[src/rtl/proc_ctrl_fsm.sv]
// Control sequencer for the simple processor datapath: fetch, decode and multi-step execute.
// Optional stall watchdog on the FETCH / MVI handshakes is enabled by defining STALL_TIMEOUT_EN.
module proc_ctrl_fsm #(
  parameter int unsigned REG_SEL_W      = 2,
  parameter int unsigned TIMEOUT_CYCLES = 16
) (
  input  logic                          clk,
  input  logic                          reset,
  input  logic                          start,
  input  logic [4+2*REG_SEL_W-1:0]      instr,
  input  logic                          instr_valid,
  output logic                          instr_ready,
  input  logic                          din_valid,
  output logic                          din_ready,
  output logic [3:0]                    current_state,
  output logic                          ir_load,
  output logic [(2**REG_SEL_W)-1:0]     reg_in,
  output logic [(2**REG_SEL_W)-1:0]     reg_out,
  output logic                          din_out,
  output logic                          a_load,
  output logic                          g_load,
  output logic                          g_out,
  output logic [1:0]                    alu_op,
  output logic                          busy,
  output logic                          done,
  output logic                          err
);

  localparam int unsigned NREG = 2 ** REG_SEL_W;
  localparam int unsigned IW   = 4 + 2 * REG_SEL_W;

  localparam logic [3:0] OpMv   = 4'd0;
  localparam logic [3:0] OpMvi  = 4'd1;
  localparam logic [3:0] OpLast = 4'd5;

  typedef enum logic [3:0] {
    StIdle    = 4'd0,
    StFetch   = 4'd1,
    StDecode  = 4'd2,
    StExec1   = 4'd3,
    StExec2   = 4'd4,
    StExec3   = 4'd5,
    StDone    = 4'd6,
    StError   = 4'd7,
    StWaitClr = 4'd8
  } state_e;

  state_e          state_q, state_d;
  logic [IW-1:0]   ir_q, ir_d;
  logic            err_q, err_d;

  logic [3:0]           op;
  logic [REG_SEL_W-1:0] rx;
  logic [REG_SEL_W-1:0] ry;
  logic [NREG-1:0]      rx_oh;
  logic [NREG-1:0]      ry_oh;
  logic                 stall_expired;

  assign op = ir_q[IW-1 -: 4];
  assign rx = ir_q[2*REG_SEL_W-1 -: REG_SEL_W];
  assign ry = ir_q[REG_SEL_W-1:0];

  assign rx_oh = {{(NREG-1){1'b0}}, 1'b1} << rx;
  assign ry_oh = {{(NREG-1){1'b0}}, 1'b1} << ry;

`ifdef STALL_TIMEOUT_EN
  localparam int unsigned WdogW = $clog2(TIMEOUT_CYCLES + 1);
  localparam logic [WdogW-1:0] WdogLast = WdogW'(TIMEOUT_CYCLES - 1);

  logic [WdogW-1:0] wdog_q, wdog_d;
  logic             stall;

  assign stall = ((state_q == StFetch) && !instr_valid) ||
                 ((state_q == StExec1) && (op == OpMvi) && !din_valid);

  // The current stall cycle is the TIMEOUT_CYCLES-th one when the count shows one less.
  assign stall_expired = stall && (wdog_q == WdogLast);

  always_comb begin
    wdog_d = '0;
    if (stall && !stall_expired) begin
      wdog_d = wdog_q + 1'b1;
    end
  end

  always_ff @(posedge clk) begin
    if (reset) begin
      wdog_q <= '0;
    end else begin
      wdog_q <= wdog_d;
    end
  end
`else
  // Stalls are unbounded; TIMEOUT_CYCLES only matters with the watchdog built in.
  assign stall_expired = 1'b0 && (TIMEOUT_CYCLES > 0);
`endif

  always_comb begin
    state_d     = state_q;
    ir_d        = ir_q;
    err_d       = err_q;
    instr_ready = 1'b0;
    din_ready   = 1'b0;
    ir_load     = 1'b0;
    reg_in      = '0;
    reg_out     = '0;
    din_out     = 1'b0;
    a_load      = 1'b0;
    g_load      = 1'b0;
    g_out       = 1'b0;
    alu_op      = 2'b00;
    done        = 1'b0;

    unique case (state_q)
      StIdle: begin
        if (start) begin
          state_d = StFetch;
          err_d   = 1'b0;
        end
      end

      StFetch: begin
        instr_ready = 1'b1;
        if (instr_valid) begin
          ir_load = 1'b1;
          ir_d    = instr;
          state_d = StDecode;
        end else if (stall_expired) begin
          state_d = StError;
        end
      end

      StDecode: begin
        state_d = (op <= OpLast) ? StExec1 : StError;
      end

      StExec1: begin
        if (op == OpMv) begin
          reg_out = ry_oh;
          reg_in  = rx_oh;
          state_d = StDone;
        end else if (op == OpMvi) begin
          din_ready = 1'b1;
          if (din_valid) begin
            din_out = 1'b1;
            reg_in  = rx_oh;
            state_d = StDone;
          end else if (stall_expired) begin
            state_d = StError;
          end
        end else begin
          reg_out = rx_oh;
          a_load  = 1'b1;
          state_d = StExec2;
        end
      end

      StExec2: begin
        reg_out = ry_oh;
        g_load  = 1'b1;
        alu_op  = 2'(op - 4'd2);
        state_d = StExec3;
      end

      StExec3: begin
        g_out   = 1'b1;
        reg_in  = rx_oh;
        state_d = StDone;
      end

      StDone: begin
        done    = 1'b1;
        state_d = StIdle;
      end

      StError: begin
        err_d   = 1'b1;
        state_d = StWaitClr;
      end

      // Holding start here must not retrigger the error path.
      StWaitClr: begin
        if (!start) begin
          state_d = StIdle;
        end
      end

      default: begin
        state_d = StIdle;
      end
    endcase
  end

  always_ff @(posedge clk) begin
    if (reset) begin
      state_q <= StIdle;
      ir_q    <= '0;
      err_q   <= 1'b0;
    end else begin
      state_q <= state_d;
      ir_q    <= ir_d;
      err_q   <= err_d;
    end
  end

  assign current_state = state_q;
  assign busy          = (state_q != StIdle);
  assign err           = err_q;

endmodule

[config.mk]
export PLATFORM = sky130hd
export DESIGN_NAME = proc_ctrl_fsm
export DESIGN_NICKNAME = d
export VERILOG_FILES = /design/src/rtl/proc_ctrl_fsm.sv
export SDC_FILE = /design/constraint.sdc
export NUM_CORES = 1
export LEC_CHECK = 0
export CORE_ASPECT_RATIO = 1.75
export CORE_UTILIZATION = 25
export DETAILED_ROUTE_END_ITERATION = 8
export GPL_ROUTABILITY_DRIVEN = 0
export PLACE_DENSITY = 0.63
export SLEW_MARGIN = 15
export SYNTH_ARGS = -nofsm -noshare
export SYNTH_HDL_FRONTEND = slang
export SYNTH_SLANG_ARGS = --single-unit
[constraint.sdc]
create_clock -name clk -period 4.25 [get_ports clk]
set_input_delay 0.6375 -clock clk [delete_from_list [all_inputs] [get_ports clk]]
set_output_delay 0.6375 -clock clk [all_outputs]
set_load 0.01 [all_outputs]
==> results of run 1 <==
[worst register-to-register path: cells and delay by family, from the launching register on]
family | cells | cell delay (ns)
simple gates | 3 | 0.77
flops | 1 | 0.60
mux | 1 | 0.31
[logic make-up (layout without fill, tap and decap cells)]
kind of cell / after synthesis / in the layout
AND/OR/NAND/NOR: 49 / 49
XOR/XNOR: 1 / 1
buffers and inverters: 11 / 45
multiplexers: 9 / 9
AO/OA/AOI/OAI: 16 / 16
flip-flops: 13 / 13
[layout by cell type (no fill, tap or decap)]
cell,count
and4bb_2,1
clkbuf_8,3
inv_1,5
and2_1,3
nand2_1,10
o32ai_1,2
o31ai_1,1
nor3_1,4
o41ai_2,1
xor2_1,1
dfxtp_1,13
clkbuf_1,1
nor2_1,16
o21ai_0,3
or4b_4,1
a21oi_2,1
nand3_1,2
a21oi_1,2
a211oi_1,2
nor2b_1,3
and3_1,1
clkdlybuf4s50_1,36
or3_4,1
mux2i_1,9
a2111oi_2,1
a311oi_1,1
nand2b_1,5
o22ai_1,2
nor4_1,1
and4b_1,1
[metrics by stage]
stage	std cells	setup slack (ns)	utilization (%)
floorplan	99	2.17	-
CTS	175	1.25	41.2
finish	175	1.29	41.2
global route	175	1.11	41.2
detailed placement	171	1.29	39.6
global placement	171	1.28	39.6
[power by group]
group / switching [W] / internal, W / total, W
clock network: 0.0000430 / 0.0000661 / 0.000109
registers: 0.0000137 / 0.000129 / 0.000143
logic: 0.0000364 / 0.0000463 / 0.0000827
total: 0.0000930 / 0.000242 / 0.000335
[how the worst min path moves through the flow]
stage,startpoint,end,slack (ns)
after CTS,err$_SDFFE_PP0P_,err$_SDFFE_PP0P_,0.48
after floorplan,ir_q[0]$_SDFFE_PP0P_,ir_q[0]$_SDFFE_PP0P_,0.48
after global routing,err$_SDFFE_PP0P_,err$_SDFFE_PP0P_,0.56
final,err$_SDFFE_PP0P_,err$_SDFFE_PP0P_,0.48
after detailed placement,err$_SDFFE_PP0P_,err$_SDFFE_PP0P_,0.48
after global placement,err$_SDFFE_PP0P_,err$_SDFFE_PP0P_,0.47
[flip-flops by register name (all words and copies together) (netlist names)]
signal         cells
ir_q               8
err                1
current_state      4
[cell type report]
cell class | count | area share, %
clock buffer | 4 | 3.70
inverter | 5 | 1.54
multi-input combinational | 75 | 39.5
sequential | 13 | 21.4
tap | 42 | 4.31
timing repair buffer | 36 | 29.6
[metal layers]
| metal | vias to the layer above | share of wire (%) | routed length, um | track usage, % |
|---|---|---|---|---|
| met2 | 30 | 52 | 1100 | 24.9 |
| li1 | 418 | - | - | - |
| met3 | 4 | 4.8 | 102 | 2.37 |
| met4 | 0 | 1.5 | 32 | 6.97 |
| met1 | 372 | 42 | 896 | 15.2 |
| met5 | - | 0 | 0 | 0 |
==> impl_results.md, run 1 <==
* Status: complete, no violations
* Worst setup EP type: primary output
* Cell area after layout at between 1000 and 1500 um2
* Reg-to-reg startpoint: current_state[0]$_SDFFE_PP0P_
* Peak supply drop at about 110 uV
* Syn avg cell area at 8.04 um2
* CP top delay family: flip-flops
* Pwr Total at 0.000335 W
* Largest family of logic cells by synthesized area: simple AND/OR/NAND/NOR gates
* Post-synth top cells: nor2_1 (16), dfxtp_1 (13), nand2_1 (10)
* WP data required at around 3.6 ns
* Largest net degree at the start of global routing at 14
* Yosys top cell by area: dfxtp_1
* Setup tns final at 0 ns
* CP Launch Point: current_state[0]$_SDFFE_PP0P_
* Crit start category: flip-flop
* Core outline area at roughly 3000 um2
* Reg2reg end: ir_q[7]$_SDFFE_PP0P_
* Synth-to-layout area growth at 53.1%
* Post-synthesis simple-gate area fraction at about a third
* CTS tree: built
* Leakage at between 0.4 and 0.5 nW
* Reg2Reg Setup Slack at 2.44 ns
* Cell Pwr Density at 275 nW/um2
* CTS H-tree lvls at 1
* Clock sink count at 13
* Cells along the critical path: nand2b_1, o41ai_2, nand2_1, o22ai_1, clkdlybuf4s50_1
* GRT Overall Usage at about 14%
* Clock Skew at between 0.003 and 0.004 ns
* Post-DP HPWL at 1.63 mm
* Initial drt markers at 11
* Slowest cell on crit path: dfxtp_1
* Synth top area share at 32.7%
* Hold path depth at 2
* Post-synth ARST share at 0%
* Wire per inst at approximately 12 um
* Crit-path max cell delay at ~0.60 ns
* Synth Warn # at 0
* Fin crit period at about 3 ns
* Area after DPL at between 1000 and 1500 um2
* # resized after CTS at 0
* Row count at 26
* F_max at 337 MHz
* First-pass GRT wire length at 3.69 mm
* EDFF count, synth at 0
* First-pass detailed-route iteration total at 4
* CTS clk-pin slew, worst paths at about 0.050 ns
* Capture point of the worst path: reg_out[1]
* Die Height at 76.6 um
* Post-synth cell types at 30
* Vias in the first global route at roughly 850
* Post-synthesis mux area share at 11.3%
* Total CTS buffers at 3
* Synth Area in Compound Gates at between 10% and 20%
* Initial Util at approximately 27%
* Slew @ Worst Pin at about 0.57 ns
* Max cap viols at 0
* Final wirelength at between 2 and 2.5 mm
* Syn nets at 112
* Critical Path Stages at 5
* Post-CTS Hold Buffers at 0
* Fin nets at 147
* Post-CTS Setup Bufs at 0
* Critical path class: reg -> out
* XOR/XNOR share of the synthesized area at approximately 1.1%
* DRC viols at 0
* Total congestion overflow at 0
* Max Transition Viols Final at 0
* Top FF cell, synth: dfxtp_1
* Worst EP arrival at roughly 2.3 ns
* Post-route ant nets at 0
* I/O Buffers at 36
* Post-Synth Adder-Cell Area at 0%
* RSZ-0062 raised after global routing: false
* Vias/cell at about 4.7
* Synth top area cells: dfxtp_1 (33%), mux2i_1 (11%), nor2_1 (7.5%)
* Reg2reg path depth at 4
* Die width at about 45 um
* Initial antenna violation count at 0
* Cell count after synthesis at 99
* Mapped Area at 796 um2
* Setup violations, final at 0
* Register area at 260 um2
* Worst hold slack at 0.478 ns
* CP Max Fanout at 13
* Hold crit path type: reg -> reg
* Filler Cell Count at between 300 and 400
* Fin crit share at ~70%
* Seq cells post-synth at 13
* Ratio of cells with drive above 1 in the final layout at 6.77%
* Root Driver: clkbuf_8
* Clk_lat worst skew at between 0.2 and 0.25 ns
* CTS max path bufs at 2
* Area of the multi-input gates at approximately 480 um2
* DIE AREA at 3420 um2
* Max_slew headroom at approximately 62%
* Vias at 824
* Antenna Cells at 0
* Critical path buffers and inverters at 1
* Hold Vio Cnt, Final at 0
* Sequential share of the synthesized area at roughly a third
* IO Pins at 37
* Most common cell in the netlist: nor2_1
(Power assumes the default switching activity.)
==> run 2: changes to the inputs <==
PLACE_DENSITY = 0.65   (was 0.63)
clock period = 2.65 ns   (was 4.25 ns; I/O delays follow)
==> run 2 against run 1 <==
Worst setup slack got worse by 1.1 ns. Utilization up 2.6 points. Sequential power is 54% higher. Critical path type unchanged. Non-clock buffer count up 5. Clock skew decreased by 0.0024 ns. The flow now finishes with violations (DRC). Final area rose by 6.3%. First-iteration DRC count is 27% higher. Count of clock-buffer cells in the layout stayed put. Clock power grew 63%. Via count rose by 2.8%.
==> impl_results.md, run 2 (synthesis gave the netlist of run 1 again) <==
* Most frequent cells in the layout: clkdlybuf4s50_1 (30), nor2_1 (16), dfxtp_1 (13), nand2_1 (9), mux2i_1 (9) (was clkdlybuf4s50_1 (36), nor2_1 (16), dfxtp_1 (13), nand2_1 (10), mux2i_1 (9))
* Leakage at 0.627 nW (was 0.495 nW)
* Peak supply drop at 245 uV (was 115 uV)
* Slowest cell on crit path: clkdlybuf4s50_1 (was dfxtp_1)
* I/O Buffers at 36 (unchanged)
* Worst setup EP type: primary output (unchanged)
* Crit-path max cell delay at 0.54 ns (was 0.60 ns)
* Wire per inst at 12.6 um (was 12.2 um)
* Ratio of cells with drive above 1 in the final layout at 11.6% (was 6.77%)
* Fin nets at 152 (was 147)
* Status: finished, violations left (was complete, no violations)
* Worst EP arrival at 2.07 ns (was 2.33 ns)
* Hold path depth at 2 (unchanged)
* Reg2reg path depth at 6 (was 4)
* Register area at 260 um2 (unchanged)
* Total congestion overflow at 0 (unchanged)
* First-pass GRT wire length at 3.67 mm (was 3.69 mm)
* Largest register FFs at 8 (unchanged)
* Initial antenna violation count at 0 (unchanged)
* Synth-to-layout area growth at 62.7% (was 53.1%)
* Vias in the first global route at 809 (was 853)
* Cell area after layout at 1290 um2 (was 1220 um2)
* CP Max Fanout at 5 (was 13)
* DRC viols at 1 (was 0)
* IO Pins at 37 (unchanged)
* DIE AREA at 3420 um2 (unchanged)
* GRT Overall Usage at 14.4% (was 14.1%)
* Initial Util at 26.9% (unchanged)
* Area after DPL at 1210 um2 (was 1170 um2)
* Fin crit period at 2.47 ns
* Max cap viols at 0 (unchanged)
* CTS tree: built (unchanged)
* Clock Skew at 0.000842 ns (was 0.00329 ns)
* Setup violations, final at 0 (unchanged)
* Final wirelength at 2.27 mm (was 2.13 mm)
* CTS H-tree lvls at 1 (unchanged)
* Post-CTS Hold Buffers at 0 (unchanged)
* CTS max path bufs at 2 (unchanged)
* Antenna Cells at 0 (unchanged)
* Post-CTS Setup Bufs at 0 (unchanged)
* Final Instance Count excl. Fillers at 180 (was 175)
* Reg2Reg Setup Slack at 1.05 ns (was 2.44 ns)
* RSZ-0062 raised after global routing: false (unchanged)
* First-pass detailed-route iteration total at 6 (was 4)
* Number of placed instances, taps included at 176 (was 171)
* Largest register by flop count: ir_q (unchanged)
* Failing checks: DRC
* Largest net degree at the start of global routing at 14 (unchanged)
* Die width at 44.7 um (unchanged)
* Setup tns final at 0 ns (unchanged)
* Cells along the critical path: or3_4, o31ai_4, nand2_2, nor2_1, clkdlybuf4s50_1 (was nand2b_1, o41ai_2, nand2_1, o22ai_1, clkdlybuf4s50_1)
* Critical path class: reg -> out (unchanged)
* CTS clk-pin slew, worst paths at 0.06 ns (was 0.05 ns)
* Hold crit path type: reg -> reg (unchanged)
* Slew @ Worst Pin at 0.539 ns (was 0.571 ns)
* Vias/cell at 4.71 (about the same)
* Crit start category: flip-flop (unchanged)
* Root Driver: clkbuf_8 (unchanged)
* Area of the multi-input gates at 509 um2 (was 482 um2)
* Filler Cell Count at 297 (was 306)
* Initial drt markers at 14 (was 11)
* Cell Pwr Density at 431 nW/um2 (was 275 nW/um2)
* Clk_lat worst skew at 0.24 ns (about the same)
* Worst Slack Setup Final at 0.185 ns (was 1.29 ns)
* Max_slew headroom at 63.9% (was 61.8%)
* Place WS at 0.133 ns (was 1.29 ns)
* Fin crit share at around 93%
* Commonest non-fill, non-tap cell in the layout: clkdlybuf4s50_1 (unchanged)
* Die Height at 76.6 um (unchanged)
* Row count at 26 (unchanged)
* Hold Vio Cnt, Final at 0 (unchanged)
* Core outline area at 2960 um2 (unchanged)
* # resized after CTS at 3 (was 0)
* Total CTS buffers at 3 (unchanged)
* Vias at 847 (was 824)
* Max Transition Viols Final at 0 (unchanged)
* Post-DP HPWL at 1.74 mm (was 1.63 mm)
* Clock sink count at 13 (unchanged)
* WP data required at 2.25 ns (was 3.61 ns)
* Post-route ant nets at 0 (unchanged)
* F_max at 406 MHz
run 2: final timing paths:
path                                      start                   end
setup / recovery           ir_q[5]$_SDFFE_PP0P_             reg_in[1]
hold / removal                 err$_SDFFE_PP0P_      err$_SDFFE_PP0P_
setup reg to reg  current_state[1]$_SDFFE_PP0P_  ir_q[7]$_SDFFE_PP0P_
hold reg to reg                err$_SDFFE_PP0P_      err$_SDFFE_PP0P_
run 2: power by group:
part           internal, W  leakage (nW)  total [W]  switching [W]
registers         0.000207         0.106   0.000220      0.0000132
logic            0.0000834         0.498   0.000159      0.0000761
clock network     0.000106        0.0228   0.000178      0.0000717
total             0.000397         0.627   0.000558       0.000161
run 2: per-layer routing:
| metal | track usage (%) | share of wire, % | up-vias |
|---|---|---|---|
| met5 | 0 | 0 | - |
| met4 | 6.36 | 1.8 | 0 |
| met3 | 3.08 | 6.8 | 4 |
| met2 | 26.0 | 53 | 30 |
| met1 | 14.7 | 38 | 390 |
| li1 | - | - | 423 |
run 2: cell type report:
class,count,area share (%)
clock buffer,4,3.48
sequential,13,20.1
timing repair buffer,41,31.6
inverter,5,1.45
multi-input combinational,75,39.3
tap,42,4.06
run 2: metrics by stage:
| stage | total power [W] | utilization (%) | hold slack [ns] |
|---|---|---|---|
| 6_report | 0.000558 | 43.7 | 0.474 |
| 5_1_grt | 0.000585 | 43.7 | 0.545 |
| 4_1_cts | 0.000557 | 42.9 | 0.476 |
| 3_5_place_dp | 0.000375 | 40.9 | 0.468 |
| 3_3_place_gp | 0.000373 | 40.9 | 0.471 |
| 2_1_floorplan | 0.000307 | - | 0.470 |
run 2: critical path, delay by kind of cell, from the launching register on:
family	cells	cell delay (ns)
AOI/OAI and AO/OA	1	0.27
buffers and inverters	1	0.54
and+or+nand+nor	3	0.66
DFF	1	0.34
==> run 3: changes to the inputs <==
CELL_PAD_IN_SITES_DETAIL_PLACEMENT = 0   (was not set)
CELL_PAD_IN_SITES_GLOBAL_PLACEMENT = 1   (was not set)
PLACE_DENSITY = not set   (was 0.65)
PLACE_DENSITY_LB_ADDON = 0.2   (was not set)
==> run 3 against run 2 <==
The flow now finishes without violations. Clock power shrank 2%. Critical endpoint is now reg_in[3]. Critical path type unchanged. Critical path depth is the same. Largest power group unchanged. Total power shrank 1.6%.
==> impl_results.md, run 3 (synthesis gave the netlist of run 1 again) <==
* Status: complete, no violations (was finished, violations left)
* Vias in the first global route at 809 (unchanged)
* Max Transition Viols Final at 0 (unchanged)
* Setup violations, final at 0 (unchanged)
* Reg2reg path depth at 6 (unchanged)
* Die Height at 76.6 um (unchanged)
* Filler Cell Count at 308 (was 297)
* Row count at 26 (unchanged)
* Hold path start: err$_SDFFE_PP0P_ (unchanged)
* Largest register FFs at 8 (unchanged)
* Fin crit share at 95.6% (was 93.0%)
* Peak supply drop at 265 uV (was 245 uV)
* Cells along the critical path: or3_4, o31ai_2, nand2_1, nor2_1, clkdlybuf4s50_1 (was or3_4, o31ai_4, nand2_2, nor2_1, clkdlybuf4s50_1)
* Worst EP arrival at 2.13 ns (was 2.07 ns)
* Initial drt markers at 17 (was 14)
* IO Pins at 37 (unchanged)
* Crit start category: flip-flop (unchanged)
* Synth-to-layout area growth at 61.8% (was 62.7%)
* First-pass detailed-route iteration total at 4 (was 6)
* Antenna Cells at 0 (unchanged)
* Initial Util at 26.9% (unchanged)
* CTS max path bufs at 2 (unchanged)
* CTS H-tree lvls at 1 (unchanged)
* Reg2reg end: ir_q[1]$_SDFFE_PP0P_ (was ir_q[7]$_SDFFE_PP0P_)
* Post-CTS Hold Buffers at 0 (unchanged)
* Post-DP HPWL at 1.71 mm (was 1.74 mm)
* Fin nets at 152 (unchanged)
* RSZ-0062 raised after global routing: false (unchanged)
* Max_slew headroom at 63.7% (was 63.9%)
* Area after DPL at 1210 um2 (unchanged)
* Final wirelength at 2.20 mm (was 2.27 mm)
* Leakage at 0.639 nW (was 0.627 nW)
* Max cap viols at 0 (unchanged)
* CTS clk-pin slew, worst paths at 0.06 ns (about the same)
* Clock sink count at 13 (unchanged)
* Worst setup EP type: primary output (unchanged)
* Largest register by flop count: ir_q (unchanged)
* Die width at 44.7 um (unchanged)
* Cell Pwr Density at 426 nW/um2 (was 431 nW/um2)
* Initial antenna violation count at 0 (unchanged)
* First-pass GRT wire length at 3.61 mm (was 3.67 mm)
* Clk_lat worst skew at 0.24 ns (about the same)
* DIE AREA at 3420 um2 (unchanged)
* Ratio of cells with drive above 1 in the final layout at 10.9% (was 11.6%)
* Core outline area at 2960 um2 (unchanged)
* WP data required at 2.25 ns (about the same)
* Cell area after layout at 1290 um2 (about the same)
* Largest net degree at the start of global routing at 14 (unchanged)
* Hold Vio Cnt, Final at 0 (unchanged)
* Post-route ant nets at 0 (unchanged)
* F_max at 395 MHz (was 406 MHz)
* Slowest cell on crit path: clkdlybuf4s50_1 (unchanged)
* Root Driver: clkbuf_8 (unchanged)
* Hold path depth at 2 (unchanged)
* Setup tns final at 0 ns (unchanged)
* Vias/cell at 4.68 (was 4.71)
* CTS tree: built (unchanged)
* Vias at 843 (was 847)
* Pwr Total at 0.000549 W (was 0.000558 W)
* Clock Skew at 0.00753 ns (was 0.000842 ns)
* Crit-path max cell delay at 0.54 ns (about the same)
* Total CTS buffers at 3 (unchanged)
* Critical path class: reg -> out (unchanged)
* GRT Overall Usage at 14.0% (was 14.4%)
* CP Max Fanout at 5 (unchanged)
* Hold EP: err$_SDFFE_PP0P_ (unchanged)
* Total congestion overflow at 0 (unchanged)
* Reg2Reg Setup Slack at 1.03 ns (was 1.05 ns)
* Fin crit period at 2.53 ns (was 2.47 ns)
* Most frequent cells in the layout: clkdlybuf4s50_1 (30), nor2_1 (16), dfxtp_1 (13), nand2_1 (10), mux2i_1 (9) (was clkdlybuf4s50_1 (30), nor2_1 (16), dfxtp_1 (13), nand2_1 (9), mux2i_1 (9))
* Slew @ Worst Pin at 0.544 ns (was 0.539 ns)
* DRC viols at 0 (was 1)
* Wire per inst at 12.2 um (was 12.6 um)
* Reg-to-reg startpoint: current_state[1]$_SDFFE_PP0P_ (unchanged)
* I/O Buffers at 36 (unchanged)
* Commonest non-fill, non-tap cell in the layout: clkdlybuf4s50_1 (unchanged)
* CP Launch Point: ir_q[5]$_SDFFE_PP0P_ (unchanged)
* Hold crit path type: reg -> reg (unchanged)
==> run 3: cell types whose count changed in the layout (fill, tap and decap cells not counted), sizes merged <==
cell / previous run / this run
dlygate4sd2: 1 / 0
dlymetal6s2s: 5 / 6
==> run 3: how the worst max path moves through the flow <==
stage	endpoint	slack, ns	depth (start not counted)
floorplan	reg_out[1]	0.81	5
global placement	reg_in[2]	0.16	6
detailed placement	reg_in[2]	0.14	6
CTS	reg_out[0]	0.02	5
global route	reg_in[1]	0.03	5
finish	reg_in[3]	0.12	5
==> run 3: routing by layer <==
layer | GRT usage (%) | wire length (um) | share of wire (%)
met3 | 1.66 | 110 | 5.0
met5 | 0 | 0 | 0
met1 | 17.2 | 895 | 41
met4 | 6.36 | 25 | 1.1
met2 | 23.1 | 1170 | 53
==> run 3: where the power goes <==
group	internal (W)	switching (W)	leakage, nW	total, W
Clock	0.000106	0.0000683	0.0228	0.000174
Sequential	0.000207	0.0000133	0.106	0.000220
Combinational	0.0000819	0.0000723	0.510	0.000154
Total	0.000395	0.000154	0.639	0.000549
==> run 3: critical path: cells and delay by family, from the launching register on <==
kind                   cells  cell delay, ns
DFF                        1            0.34
buffers and inverters      1            0.54
and+or+nand+nor            3            0.72
AOI/OAI and AO/OA          1            0.28
==> run 3: cell type report <==
class	instances	area [um2]	area share (%)
sequential	13	260	20.2
inverter	5	18.8	1.46
multi-input combinational	75	498	38.7
clock buffer	4	45.0	3.50
tap	42	52.6	4.08
timing repair buffer	41	413	32.1
==> run 3: timing repair <==
item	CTS	global route
setup buffers	0	0
endpoints found under the setup margin	1	6
gates resized for setup	1	7
==> run 3: metrics by stage <==
step	util, %	setup slack, ns	instances	hold WS, ns
2_1_floorplan	-	0.814	99	0.470
3_3_place_gp	40.9	0.162	176	0.468
3_5_place_dp	40.9	0.139	176	0.473
4_1_cts	42.6	0.0185	180	0.482
5_1_grt	43.5	0.0278	180	0.512
6_report	43.5	0.118	180	0.477
